<file path="src/rtl/rotate_sdram_arbiter_if.sv">
// Scandoubler vidin/vidout ports and SDRAM video port as seen by rotate_sdram_arbiter.
// The master modport is the arbiter; slave is the requester/controller side.
interface rotate_sdram_arbiter_if;
  logic        enable;
  logic        vidin_req;
  logic        vidin_frame;
  logic [9:0]  vidin_row;
  logic [9:0]  vidin_col;
  logic [15:0] vidin_d;
  logic        vidin_ack;
  logic        vidout_req;
  logic        vidout_frame;
  logic [9:0]  vidout_row;
  logic [9:0]  vidout_col;
  logic [15:0] vidout_d;
  logic        vidout_ack;
  logic        mem_req;
  logic        mem_we;
  logic        mem_frame;
  logic [9:0]  mem_row;
  logic [9:0]  mem_col;
  logic [15:0] mem_wdata;
  logic        mem_accept;
  logic        mem_wstrobe;
  logic [15:0] mem_rdata;
  logic        mem_rvalid;
  logic        busy;
  logic        timeout_err;

  modport master (
    input  enable,
    input  vidin_req, vidin_frame, vidin_row, vidin_col, vidin_d,
    output vidin_ack,
    input  vidout_req, vidout_frame, vidout_row, vidout_col,
    output vidout_d, vidout_ack,
    output mem_req, mem_we, mem_frame, mem_row, mem_col, mem_wdata,
    input  mem_accept, mem_wstrobe, mem_rdata, mem_rvalid,
    output busy, timeout_err
  );

  modport slave (
    output enable,
    output vidin_req, vidin_frame, vidin_row, vidin_col, vidin_d,
    input  vidin_ack,
    output vidout_req, vidout_frame, vidout_row, vidout_col,
    input  vidout_d, vidout_ack,
    input  mem_req, mem_we, mem_frame, mem_row, mem_col, mem_wdata,
    output mem_accept, mem_wstrobe, mem_rdata, mem_rvalid,
    input  busy, timeout_err
  );
endinterface

</file>
<file path="src/rtl/rotate_sdram_arbiter.sv">
// Shares one SDRAM burst port between the scandoubler write stream and its read fetch,
// with write priority, a read anti-starvation limit and a per-burst watchdog.
module rotate_sdram_arbiter #(
  parameter int unsigned WR_LEN     = 16,
  parameter int unsigned RD_LEN     = 8,
  parameter int unsigned MAX_WR_RUN = 4,
  parameter int unsigned TIMEOUT    = 255
) (
  input  logic                          clk_sys,
  input  logic                          reset,
  rotate_sdram_arbiter_if.master        bus
);

  localparam int unsigned MAXLEN = (WR_LEN > RD_LEN) ? WR_LEN : RD_LEN;
  localparam int unsigned CNTW   = $clog2(MAXLEN) + 1;
  localparam int unsigned RUNW   = $clog2(MAX_WR_RUN + 1);
  localparam int unsigned WDW    = $clog2(TIMEOUT + 1);
  localparam logic [9:0]  COL_MASK = ~10'(WR_LEN - 1);

  typedef enum logic [2:0] {
    S_IDLE,
    S_WR_REQ,
    S_WR_DATA,
    S_RD_REQ,
    S_RD_DATA
  } state_t;

  state_t            state_q, state_d;
  logic [CNTW-1:0]   word_q, word_d;
  logic [RUNW-1:0]   run_q, run_d;
  logic [WDW-1:0]    wd_q, wd_d;
  logic              grant_wr, grant_rd, wd_expired;

  logic              mem_req_q, mem_we_q, mem_frame_q, busy_q, timeout_err_q;
  logic [9:0]        mem_row_q, mem_col_q;

  always_comb begin
    state_d    = state_q;
    word_d     = word_q;
    run_d      = run_q;
    wd_d       = wd_q;
    grant_wr   = 1'b0;
    grant_rd   = 1'b0;
    wd_expired = (state_q != S_IDLE) && (wd_q == WDW'(TIMEOUT - 1));

    case (state_q)
      S_IDLE: begin
        word_d = '0;
        if (bus.enable && bus.vidin_req &&
            !(bus.vidout_req && (run_q == RUNW'(MAX_WR_RUN)))) begin
          grant_wr = 1'b1;
          state_d  = S_WR_REQ;
        end else if (bus.enable && bus.vidout_req) begin
          grant_rd = 1'b1;
          state_d  = S_RD_REQ;
        end
        // A write run only counts against a read that is actually waiting.
        if (!bus.vidout_req || grant_rd) begin
          run_d = '0;
        end else if (grant_wr) begin
          run_d = run_q + 1'b1;
        end
      end
      S_WR_REQ: begin
        if (bus.mem_accept) state_d = S_WR_DATA;
      end
      S_WR_DATA: begin
        if (bus.mem_wstrobe) begin
          if (word_q == CNTW'(WR_LEN - 1)) begin
            state_d = S_IDLE;
            word_d  = '0;
          end else begin
            word_d = word_q + 1'b1;
          end
        end
      end
      S_RD_REQ: begin
        if (bus.mem_accept) state_d = S_RD_DATA;
      end
      S_RD_DATA: begin
        if (bus.mem_rvalid) begin
          if (word_q == CNTW'(RD_LEN - 1)) begin
            state_d = S_IDLE;
            word_d  = '0;
          end else begin
            word_d = word_q + 1'b1;
          end
        end
      end
      default: begin
        state_d = S_IDLE;
        word_d  = '0;
      end
    endcase

    wd_d = (state_q == S_IDLE) ? '0 : wd_q + 1'b1;
    if (wd_expired) begin
      state_d = S_IDLE;
      word_d  = '0;
    end
    if (state_d == S_IDLE) wd_d = '0;
  end

  always_ff @(posedge clk_sys or posedge reset) begin
    if (reset) begin
      state_q       <= S_IDLE;
      word_q        <= '0;
      run_q         <= '0;
      wd_q          <= '0;
      mem_req_q     <= 1'b0;
      mem_we_q      <= 1'b0;
      mem_frame_q   <= 1'b0;
      mem_row_q     <= '0;
      mem_col_q     <= '0;
      busy_q        <= 1'b0;
      timeout_err_q <= 1'b0;
    end else begin
      state_q       <= state_d;
      word_q        <= word_d;
      run_q         <= run_d;
      wd_q          <= wd_d;
      mem_req_q     <= (state_d == S_WR_REQ) || (state_d == S_RD_REQ);
      busy_q        <= (state_d != S_IDLE);
      timeout_err_q <= timeout_err_q | wd_expired;
      if (grant_wr) begin
        mem_we_q    <= 1'b1;
        mem_frame_q <= bus.vidin_frame;
        mem_row_q   <= bus.vidin_row;
        mem_col_q   <= bus.vidin_col & COL_MASK;
      end else if (grant_rd) begin
        mem_we_q    <= 1'b0;
        mem_frame_q <= bus.vidout_frame;
        mem_row_q   <= bus.vidout_row;
        mem_col_q   <= bus.vidout_col;
      end
    end
  end

  // Data paths are combinational but gated by state so stray strobes never leak through.
  assign bus.mem_wdata   = (state_q == S_WR_DATA) ? bus.vidin_d : '0;
  assign bus.vidin_ack   = (state_q == S_WR_DATA) & bus.mem_wstrobe;
  assign bus.vidout_d    = (state_q == S_RD_DATA) ? bus.mem_rdata : '0;
  assign bus.vidout_ack  = (state_q == S_RD_DATA) & bus.mem_rvalid & bus.vidout_req;

  assign bus.mem_req     = mem_req_q;
  assign bus.mem_we      = mem_we_q;
  assign bus.mem_frame   = mem_frame_q;
  assign bus.mem_row     = mem_row_q;
  assign bus.mem_col     = mem_col_q;
  assign bus.busy        = busy_q;
  assign bus.timeout_err = timeout_err_q;

endmodule

</file>
<file path="src/flat_wrapper.sv">
// flat-port wrapper written by rule: the top's interface ports become plain ports
module rotate_sdram_arbiter_flat 
#(
  parameter int unsigned WR_LEN     = 16,
  parameter int unsigned RD_LEN     = 8,
  parameter int unsigned MAX_WR_RUN = 4,
  parameter int unsigned TIMEOUT    = 255
)
  (clk_sys, reset, bus_enable, bus_vidin_req, bus_vidin_frame, bus_vidin_row, bus_vidin_col, bus_vidin_d, bus_vidin_ack, bus_vidout_req, bus_vidout_frame, bus_vidout_row, bus_vidout_col, bus_vidout_d, bus_vidout_ack, bus_mem_req, bus_mem_we, bus_mem_frame, bus_mem_row, bus_mem_col, bus_mem_wdata, bus_mem_accept, bus_mem_wstrobe, bus_mem_rdata, bus_mem_rvalid, bus_busy, bus_timeout_err);
  rotate_sdram_arbiter_if bus_i ();
  input  logic clk_sys;
  input  logic reset;
  input wire logic [$bits(bus_i.enable)-1:0] bus_enable;
  input wire logic [$bits(bus_i.vidin_req)-1:0] bus_vidin_req;
  input wire logic [$bits(bus_i.vidin_frame)-1:0] bus_vidin_frame;
  input wire logic [$bits(bus_i.vidin_row)-1:0] bus_vidin_row;
  input wire logic [$bits(bus_i.vidin_col)-1:0] bus_vidin_col;
  input wire logic [$bits(bus_i.vidin_d)-1:0] bus_vidin_d;
  output wire logic [$bits(bus_i.vidin_ack)-1:0] bus_vidin_ack;
  input wire logic [$bits(bus_i.vidout_req)-1:0] bus_vidout_req;
  input wire logic [$bits(bus_i.vidout_frame)-1:0] bus_vidout_frame;
  input wire logic [$bits(bus_i.vidout_row)-1:0] bus_vidout_row;
  input wire logic [$bits(bus_i.vidout_col)-1:0] bus_vidout_col;
  output wire logic [$bits(bus_i.vidout_d)-1:0] bus_vidout_d;
  output wire logic [$bits(bus_i.vidout_ack)-1:0] bus_vidout_ack;
  output wire logic [$bits(bus_i.mem_req)-1:0] bus_mem_req;
  output wire logic [$bits(bus_i.mem_we)-1:0] bus_mem_we;
  output wire logic [$bits(bus_i.mem_frame)-1:0] bus_mem_frame;
  output wire logic [$bits(bus_i.mem_row)-1:0] bus_mem_row;
  output wire logic [$bits(bus_i.mem_col)-1:0] bus_mem_col;
  output wire logic [$bits(bus_i.mem_wdata)-1:0] bus_mem_wdata;
  input wire logic [$bits(bus_i.mem_accept)-1:0] bus_mem_accept;
  input wire logic [$bits(bus_i.mem_wstrobe)-1:0] bus_mem_wstrobe;
  input wire logic [$bits(bus_i.mem_rdata)-1:0] bus_mem_rdata;
  input wire logic [$bits(bus_i.mem_rvalid)-1:0] bus_mem_rvalid;
  output wire logic [$bits(bus_i.busy)-1:0] bus_busy;
  output wire logic [$bits(bus_i.timeout_err)-1:0] bus_timeout_err;
  assign bus_i.enable = bus_enable;
  assign bus_i.vidin_req = bus_vidin_req;
  assign bus_i.vidin_frame = bus_vidin_frame;
  assign bus_i.vidin_row = bus_vidin_row;
  assign bus_i.vidin_col = bus_vidin_col;
  assign bus_i.vidin_d = bus_vidin_d;
  assign bus_vidin_ack = bus_i.vidin_ack;
  assign bus_i.vidout_req = bus_vidout_req;
  assign bus_i.vidout_frame = bus_vidout_frame;
  assign bus_i.vidout_row = bus_vidout_row;
  assign bus_i.vidout_col = bus_vidout_col;
  assign bus_vidout_d = bus_i.vidout_d;
  assign bus_vidout_ack = bus_i.vidout_ack;
  assign bus_mem_req = bus_i.mem_req;
  assign bus_mem_we = bus_i.mem_we;
  assign bus_mem_frame = bus_i.mem_frame;
  assign bus_mem_row = bus_i.mem_row;
  assign bus_mem_col = bus_i.mem_col;
  assign bus_mem_wdata = bus_i.mem_wdata;
  assign bus_i.mem_accept = bus_mem_accept;
  assign bus_i.mem_wstrobe = bus_mem_wstrobe;
  assign bus_i.mem_rdata = bus_mem_rdata;
  assign bus_i.mem_rvalid = bus_mem_rvalid;
  assign bus_busy = bus_i.busy;
  assign bus_timeout_err = bus_i.timeout_err;
  rotate_sdram_arbiter #(.WR_LEN(WR_LEN), .RD_LEN(RD_LEN), .MAX_WR_RUN(MAX_WR_RUN), .TIMEOUT(TIMEOUT)) u_core (.clk_sys(clk_sys), .reset(reset), .bus(bus_i));
endmodule
</file>
<file path="config.mk">
export PLATFORM = sky130hd
export DESIGN_NAME = rotate_sdram_arbiter_flat
export DESIGN_NICKNAME = d
export VERILOG_FILES = /design/src/rtl/rotate_sdram_arbiter_if.sv /design/src/rtl/rotate_sdram_arbiter.sv /design/src/flat_wrapper.sv
export SDC_FILE = /design/constraint.sdc
export NUM_CORES = 1
export LEC_CHECK = 0
export ABC_AREA = 1
export ABC_CLOCK_PERIOD_IN_PS = 1530
export BUFFER_PORTS_ARGS = -buffer_cell sky130_fd_sc_hd__buf_2
export CAP_MARGIN = 15
export CORE_ASPECT_RATIO = 0.6
export CORE_MARGIN = 2
export CORE_UTILIZATION = 41
export DETAILED_ROUTE_END_ITERATION = 8
export PLACE_DENSITY = 0.76
export SYNTH_ARGS = -nofsm -noshare
export SYNTH_HDL_FRONTEND = slang
export SYNTH_SLANG_ARGS = --single-unit
</file>
<file path="constraint.sdc">
create_clock -name clk_sys -period 1.53 [get_ports clk_sys]
set_input_delay 0.306 -clock clk_sys [delete_from_list [all_inputs] [get_ports clk_sys]]
set_output_delay 0.306 -clock clk_sys [all_outputs]
set_load 0.05 [all_outputs]
</file>
==> results of run 1 <==
==> final cells by class <==
| cell class | instances | area share [%] |
|---|---|---|
| Tap cell | 84 | 2.049 |
| Timing Repair Buffer | 196 | 31.72 |
| Multi-Input combinational cell | 227 | 37.16 |
| Sequential cell | 44 | 21.49 |
| Clock buffer | 6 | 1.415 |
| Inverter | 71 | 5.928 |
| Clock inverter | 2 | 0.2440 |
==> state kept, by name, summed over array words and instances (netlist names) <==
signal	flops
u_core.bus.mem_col	10
u_core.bus.mem_row	10
u_core.bus.mem_frame	1
u_core.word_q	5
u_core.bus.timeout_err	1
u_core.bus.mem_req	1
u_core.wd_q	8
u_core.state_q	3
u_core.bus.mem_we	1
u_core.run_q	3
u_core.bus.busy	1
==> what timing repair did <==
item | 4_1_cts | 5_1_grt
pin swaps | 20 | 20
setup buffers | 10 | 12
hold endpoints to repair | 0 | 0
gates resized for setup | 151 | 104
endpoints found under the setup margin | 64 | 77
gates cloned | 4 | 2
==> cell usage after synthesis, types with 2 or more instances <==
cell type and instances:
ha_1 7, nor3_1 3, nor2_4 6, o21ai_0 26, or2_2 3, inv_1 61, nor3_4 2, nand2_4 2
nor2_1 58, nand2_2 4, buf_4 2, dfrtp_1 44, nand2_1 47, nor2_2 9, nand3_1 27, inv_2 8
a21oi_1 20, a22o_1 4
==> worst paths after layout <==
| kind | start | endpoint | slack (ns) | cells after the start |
|---|---|---|---|---|
| hold / removal | reset | u_core.wd_q[2] | 0.02 | 3 |
| min in group clk_sys | bus_vidout_col[0] | u_core.bus.mem_col[0] | 0.21 | 2 |
| setup / recovery | u_core.state_q[1] | bus_mem_wdata[10] | -0.38 | 6 |
| max in group asynchronous | reset | u_core.state_q[2] | 1.28 | 3 |
| setup reg to reg | u_core.state_q[0] | u_core.bus.mem_row[9] | -0.30 | 10 |
| hold reg to reg | u_core.bus.timeout_err | u_core.bus.timeout_err | 0.51 | 1 |
==> per-layer routing <==
metal	wire length, µm	GRT usage, %	up-vias
met2	5848	42.06	225
met4	689	5.929	0
li1	-	-	1473
met1	4658	33.25	1672
met5	0	0	-
met3	937	5.714	75
==> cells by family after synthesis <==
family	Yosys count	synth area share [%]
DFF	44	41.79
AOI/OAI and AO/OA	53	10.97
adders and majority gates	7	3.324
buffers and inverters	78	12.58
and+or+nand+nor	165	31.01
xor gates and xnor gates	1	0.3324
==> power groups by stage <==
stage	combinational (W)	clock (W)	sequential (W)
3_3_place_gp	0.00508	0	0.00181
3_5_place_dp	0.00518	0	0.00181
5_1_grt	0.00783	0.000819	0.00190
6_report	0.00752	0.000762	0.00187
2_1_floorplan	0.00259	0	0.00294
4_1_cts	0.00634	0.000738	0.00180
==> layout by cell type, fill, tap and decap left out, types with 4 or more instances in the layout <==
cell,count
buf_2,102
inv_1,55
dfrtp_1,43
nor2_4,41
buf_4,37
buf_6,32
nand2_1,21
nor2_1,19
nand3_1,19
nand2_4,19
a21oi_2,19
o21ai_2,17
nor2_2,14
buf_8,11
nand2_2,10
buf_12,9
inv_2,8
nand3_2,6
o21ai_1,5
clkbuf_8,5
a22o_1,4
o21ai_0,4
ha_1,4
==> tightest hold or removal path, cell delays in order <==
cell	delay, ns
buf_2	0.10
clkinv_1	0.07
buf_12	0.24
==> stage by stage <==
step	util [%]	cell area [µm²]	power (W)	hold slack, ns	worst slack (ns)
final	83.18	5129	0.01015	0.01892	-0.3843
after global routing	83.18	5129	0.01055	0.04857	-0.4591
after CTS	75.30	4643	0.008881	0.04281	-0.3200
after detailed placement	63.33	3905	0.006989	0.3721	-0.1681
after global placement	63.33	3905	0.006891	0.3530	-0.08802
after floorplan	-	2865	0.005527	0.4460	-0.1929
==> reports/metrics.cfg, run 1 <==
[sta]
worst_pin_slew_ns=0.3135
rsz0062_at_grt=true
fin_setup_tns_ns=-19.34
max_clock_freq_mhz=522.4
finalSetupViolCount=76
finalCriticalPeriod_ns=1.914
finalMaxSlewViolations=0
slew-limit-headroom_pct=79.10
timing.final.ws_setup_ns=-0.3843
fin_crit_sh_pct=125.1
skew_ns=0.009787
hold_viol=0

[floorplan]
start_util_pct=42.74
ios=141
fp.dieW_um=107.5
core_um2=6166
fp-row-count=22
die_y_um=66.10
die_area_um2=7105

[worst_setup_path]
cp_top_family=buffers and inverters
critical_path_class=reg -> out
critPathRequiredTime_ns=1.22
worstSetupStartpointType=flop
path_buf_inv=4
crit_slowest_cell=dfrtp_1
arrival_ns=1.61
critPathMaxStageDelay_ns=0.40
cp-end-kind=output port
crit_chain=inv_2 > nor3_4 > clkinv_4 > buf_12 > nor2_4 > buf_6
cp_max_fo=17

[power]
clockPowerShare_pct=7.5
p_sw_w=0.005445
p_sw_share_pct=53.63
power.density_nw_per_um2=1980
combPwrFrac_pct=74.1
intPower_w=0.004708
power.static_leakage_nw=2.591
ir_worst_vdd_mv=1.275
seqPwrFrac_pct=18.4

[logic_synthesis]
synth_edf_count=0
synth_nets=437
yosys-top-cells-area=dfrtp_1 (42%), inv_1 (8.7%), nor2_1 (8.3%), nand2_1 (6.7%), nand3_1 (5.1%)
synth_cell_type_count=33
synth_ff_type=dfrtp_1
synth_area_um2=2635
yosysWarnings=0
synthesis.instances=348
ys_seq_elements=44
ys_seq_area_share_pct=41.79
syn_area_per_cell_um2=7.572
ys_async_sr_fraction_pct=100.0
yosysTopAreaCellShare_pct=41.79
synth.largest_area_cell=dfrtp_1

[drt]
num_vias=3445
drt_pass1_iterations=5
drt-wirelength-per-cell_um=19.26
drt_iter0_markers=256
remaining_drc_errors=0
routed_wl_um=12130
viasPerCell=5.468
ant_nets=0

[clocking]
cts_max_level=2
cts.path.max_buffers=2
cts_sinks=44
numCtsBuffers=5
cts_root_buf=clkbuf_8
cts_tree=built
postCtsHoldBufs=0
clkTransAtPathRegs_ns=0.09
clock_latency_ns=0.32

[worst_hold_path]
hold_class=in -> async

[grt]
grt_overflow=0
grt_pass1_vias=2889
grt_util_all_layers_pct=25.11
grt_start_max_net_pins=45
grt_pass1_wl_um=13870
grt_antenna_before_repair=0

[layout]
fill_cells=315
multi_input_area_um2=1906
n_antenna_cell=0
regArea_um2=1102
stdcell_count=630
area_growth_pct=94.63
layout-drive-gt1-share_pct=66.30
layout.nets=634

[run_status]
violations=setup timing
outcome=complete, but fails checks

[placed_design]
globalplace.congestion=0.7773
hpwlAfterDp_um=5579
post-place-cells=597
io_buffers=136

[job]
maxCapViolCount=0

Note: power is estimated with default switching activity, not from simulation.
==> run 2: changes to the inputs <==
--- a/config.mk
+++ b/config.mk
@@ -13,7 +13,7 @@
 export CORE_MARGIN = 2
 export CORE_UTILIZATION = 41
 export DETAILED_ROUTE_END_ITERATION = 8
-export PLACE_DENSITY = 0.76
+export PLACE_DENSITY = 0.75
 export SYNTH_ARGS = -nofsm -noshare
 export SYNTH_HDL_FRONTEND = slang
 export SYNTH_SLANG_ARGS = --single-unit
==> run 2 against run 1 <==
  * The flow still finishes with violations (setup timing)
  * Die area did not move
  * Total power is 2.3% lower
  * Sequential power about the same
  * Core utilization down 2.2 points
  * Maximum frequency shrank 5.5%
  * Critical path type unchanged
  * Largest cell class unchanged
==> reports/metrics.cfg, run 2 (synthesis gave the netlist of run 1 again) <==
[power]
power.static_leakage_nw=2.511  ; -3.1%
combPwrFrac_pct=73.2  ; -0.9 points
clockPowerShare_pct=7.9  ; +0.4 points
power.density_nw_per_um2=1987  ; +0.37%
intPower_w=0.004489  ; -4.6%
seqPwrFrac_pct=18.9  ; +0.5 points
ir_worst_vdd_mv=1.489  ; +17%
p_sw_w=0.005430  ; -0.28%
p_sw_share_pct=54.74  ; +1.1 points

[sta]
finalMaxSlewViolations=0  ; unchanged
worst_pin_slew_ns=0.3320  ; +0.01851 ns
skew_ns=0.01411  ; +0.004325 ns
finalCriticalPeriod_ns=2.025  ; +0.1112 ns
slew-limit-headroom_pct=77.63  ; -1.5 points
fin_crit_sh_pct=132.4  ; +7.3 points
max_clock_freq_mhz=493.7  ; -5.5%
hold_viol=0  ; unchanged
timing.final.ws_setup_ns=-0.4954  ; -0.1112 ns
whs_ns=0.01033  ; -0.008594 ns
finalSetupViolCount=77  ; +1.3%
rsz0062_at_grt=true

[grt]
grt_pass1_wl_um=13620  ; -1.8%
grt_pass1_vias=3032  ; +4.9%
grt_antenna_before_repair=0  ; unchanged
grt_overflow=0  ; unchanged
grt_start_max_net_pins=45  ; unchanged
grt_util_all_layers_pct=24.47  ; -0.64 points

[layout]
n_antenna_cell=0  ; unchanged
mostFrequentLayoutCell=buf_2
area_growth_pct=89.46
final_area_um2=4992  ; -2.7%
stdcell_count=627  ; -0.48%
fill_cells=313  ; -0.63%
layout-drive-gt1-share_pct=63.17  ; -3.1 points
final_cell_mix=buf_2 (102), inv_1 (56), nor2_4 (44), buf_6 (43), dfrtp_1 (43)
layout.nets=631  ; -0.47%

[worst_setup_path]
arrival_ns=1.72  ; +0.11 ns
critical_path_class=reg -> out
critPathMaxStageDelay_ns=0.44  ; +0.04 ns
rr_worst_depth=10  ; unchanged
cp_top_family=buffers and inverters
cp-end-kind=output port
path_depth=6  ; unchanged
critPathRequiredTime_ns=1.22  ; about the same
worstSetupStartpointType=flop
path_buf_inv=4  ; unchanged
cp_max_fo=17  ; unchanged
crit_chain=inv_2 > nor3_4 > clkinv_4 > buf_12 > nor2_4 > buf_8
crit_slowest_cell=dfrtp_1

[floorplan]
die_y_um=66.10  ; unchanged
core_um2=6166  ; unchanged
fp.dieW_um=107.5  ; unchanged
start_util_pct=42.74  ; unchanged
fp-row-count=22  ; unchanged
die_area_um2=7105  ; unchanged
ios=141  ; unchanged

[drt]
remaining_drc_errors=0  ; unchanged
drt_iter0_markers=234  ; -8.6%
routed_wl_um=11630  ; -4.2%
viasPerCell=5.332  ; -2.5%
drt_pass1_iterations=6  ; +1
drt-wirelength-per-cell_um=18.55  ; -3.7%
ant_nets=0  ; unchanged
num_vias=3343  ; -3.0%

[clocking]
cts_sinks=44  ; unchanged
clock_latency_ns=0.32  ; about the same
clkTransAtPathRegs_ns=0.10  ; about the same
numCtsBuffers=5  ; unchanged
cts_tree=built
postCtsHoldBufs=0  ; unchanged
cts.path.max_buffers=2  ; unchanged
cts_max_level=2  ; unchanged
cts_root_buf=clkbuf_8

[run_status]
outcome=complete, but fails checks
violations=setup timing

[placed_design]
post_dp_cell_area_um2=3900  ; -0.13%
hpwlAfterDp_um=5837  ; +4.6%
post-place-cells=598  ; +0.17%
io_buffers=136  ; unchanged
globalplace.congestion=0.8754  ; +13%

[job]
maxCapViolCount=0  ; unchanged

[worst_hold_path]
hold_class=in -> async

==> run 2: cell count changes in the layout (fill, tap and decap cells not counted), moves of 3 or more <==
cell,change
o21ai_2,-15
o21ai_0,+13
buf_6,+11
buf_4,-6
buf_8,-4
buf_12,-3
nor2_4,+3
==> run 2: power by group through the flow <==
stage,logic (W),clock network [W],registers [W]
floorplan,0.00259,0,0.00294
global placement,0.00506,0,0.00182
detailed placement,0.00517,0,0.00182
CTS,0.00607,0.000745,0.00181
global route,0.00755,0.000837,0.00191
finish,0.00726,0.000786,0.00188
==> run 2: final cells by class <==
| class | instances | area (µm²) | share of cell area [%] |
|---|---|---|---|
| repair buffers | 192 | 1535 | 30.75 |
| clock buffers | 6 | 72.57 | 1.454 |
| inverters | 71 | 299.0 | 5.990 |
| clock inverters | 2 | 16.27 | 0.3258 |
| repair inverters | 1 | 11.26 | 0.2256 |
| flip-flops and latches | 44 | 1102 | 22.08 |
| multi-input cells | 227 | 1851 | 37.07 |
| well taps | 84 | 105.1 | 2.105 |
==> run 2: final timing paths <==
check	slack, ns	startpoint	endpoint
worst max-delay path	-0.50	u_core.state_q[1]	bus_mem_wdata[11]
worst max register to register	-0.31	u_core.state_q[1]	u_core.bus.mem_row[9]
max in group asynchronous	1.29	reset	u_core.state_q[2]
worst min register to register	0.49	u_core.bus.timeout_err	u_core.bus.timeout_err
worst min-delay path	0.01	reset	u_core.bus.mem_row[9]
min in group clk_sys	0.21	bus_vidout_col[2]	u_core.bus.mem_col[2]
==> run 2: through the flow <==
stage | setup TNS, ns | utilization, % | power (W) | setup slack [ns]
detailed placement | -3.869 | 63.25 | 0.006991 | -0.1838
global placement | -2.013 | 63.25 | 0.006881 | -0.1102
finish | -24.00 | 80.97 | 0.009919 | -0.4954
CTS | -11.51 | 72.18 | 0.008630 | -0.3279
global route | -25.85 | 80.97 | 0.01030 | -0.4999
floorplan | -4.320 | - | 0.005527 | -0.1929
==> run 2: timing repair <==
item,4_1_cts,5_1_grt
setup endpoints to repair,52,75
setup buffers,4,11
resized for setup,111,120
pin swaps,23,33
gates cloned,5,2
==> run 2: tightest hold or removal path, delay by kind of cell <==
family   cells  cell delay, ns
buf+inv      3            0.40
==> run 2: per-layer routing <==
| metal | up-vias | part of all wire (%) | GRT usage (%) |
|---|---|---|---|
| met5 | - | 0 | 0 |
| met4 | 0 | 3.9 | 7.853 |
| met3 | 50 | 9.0 | 5.517 |
| met2 | 212 | 48 | 41.35 |
| met1 | 1610 | 39 | 31.40 |
| li1 | 1471 | - | - |
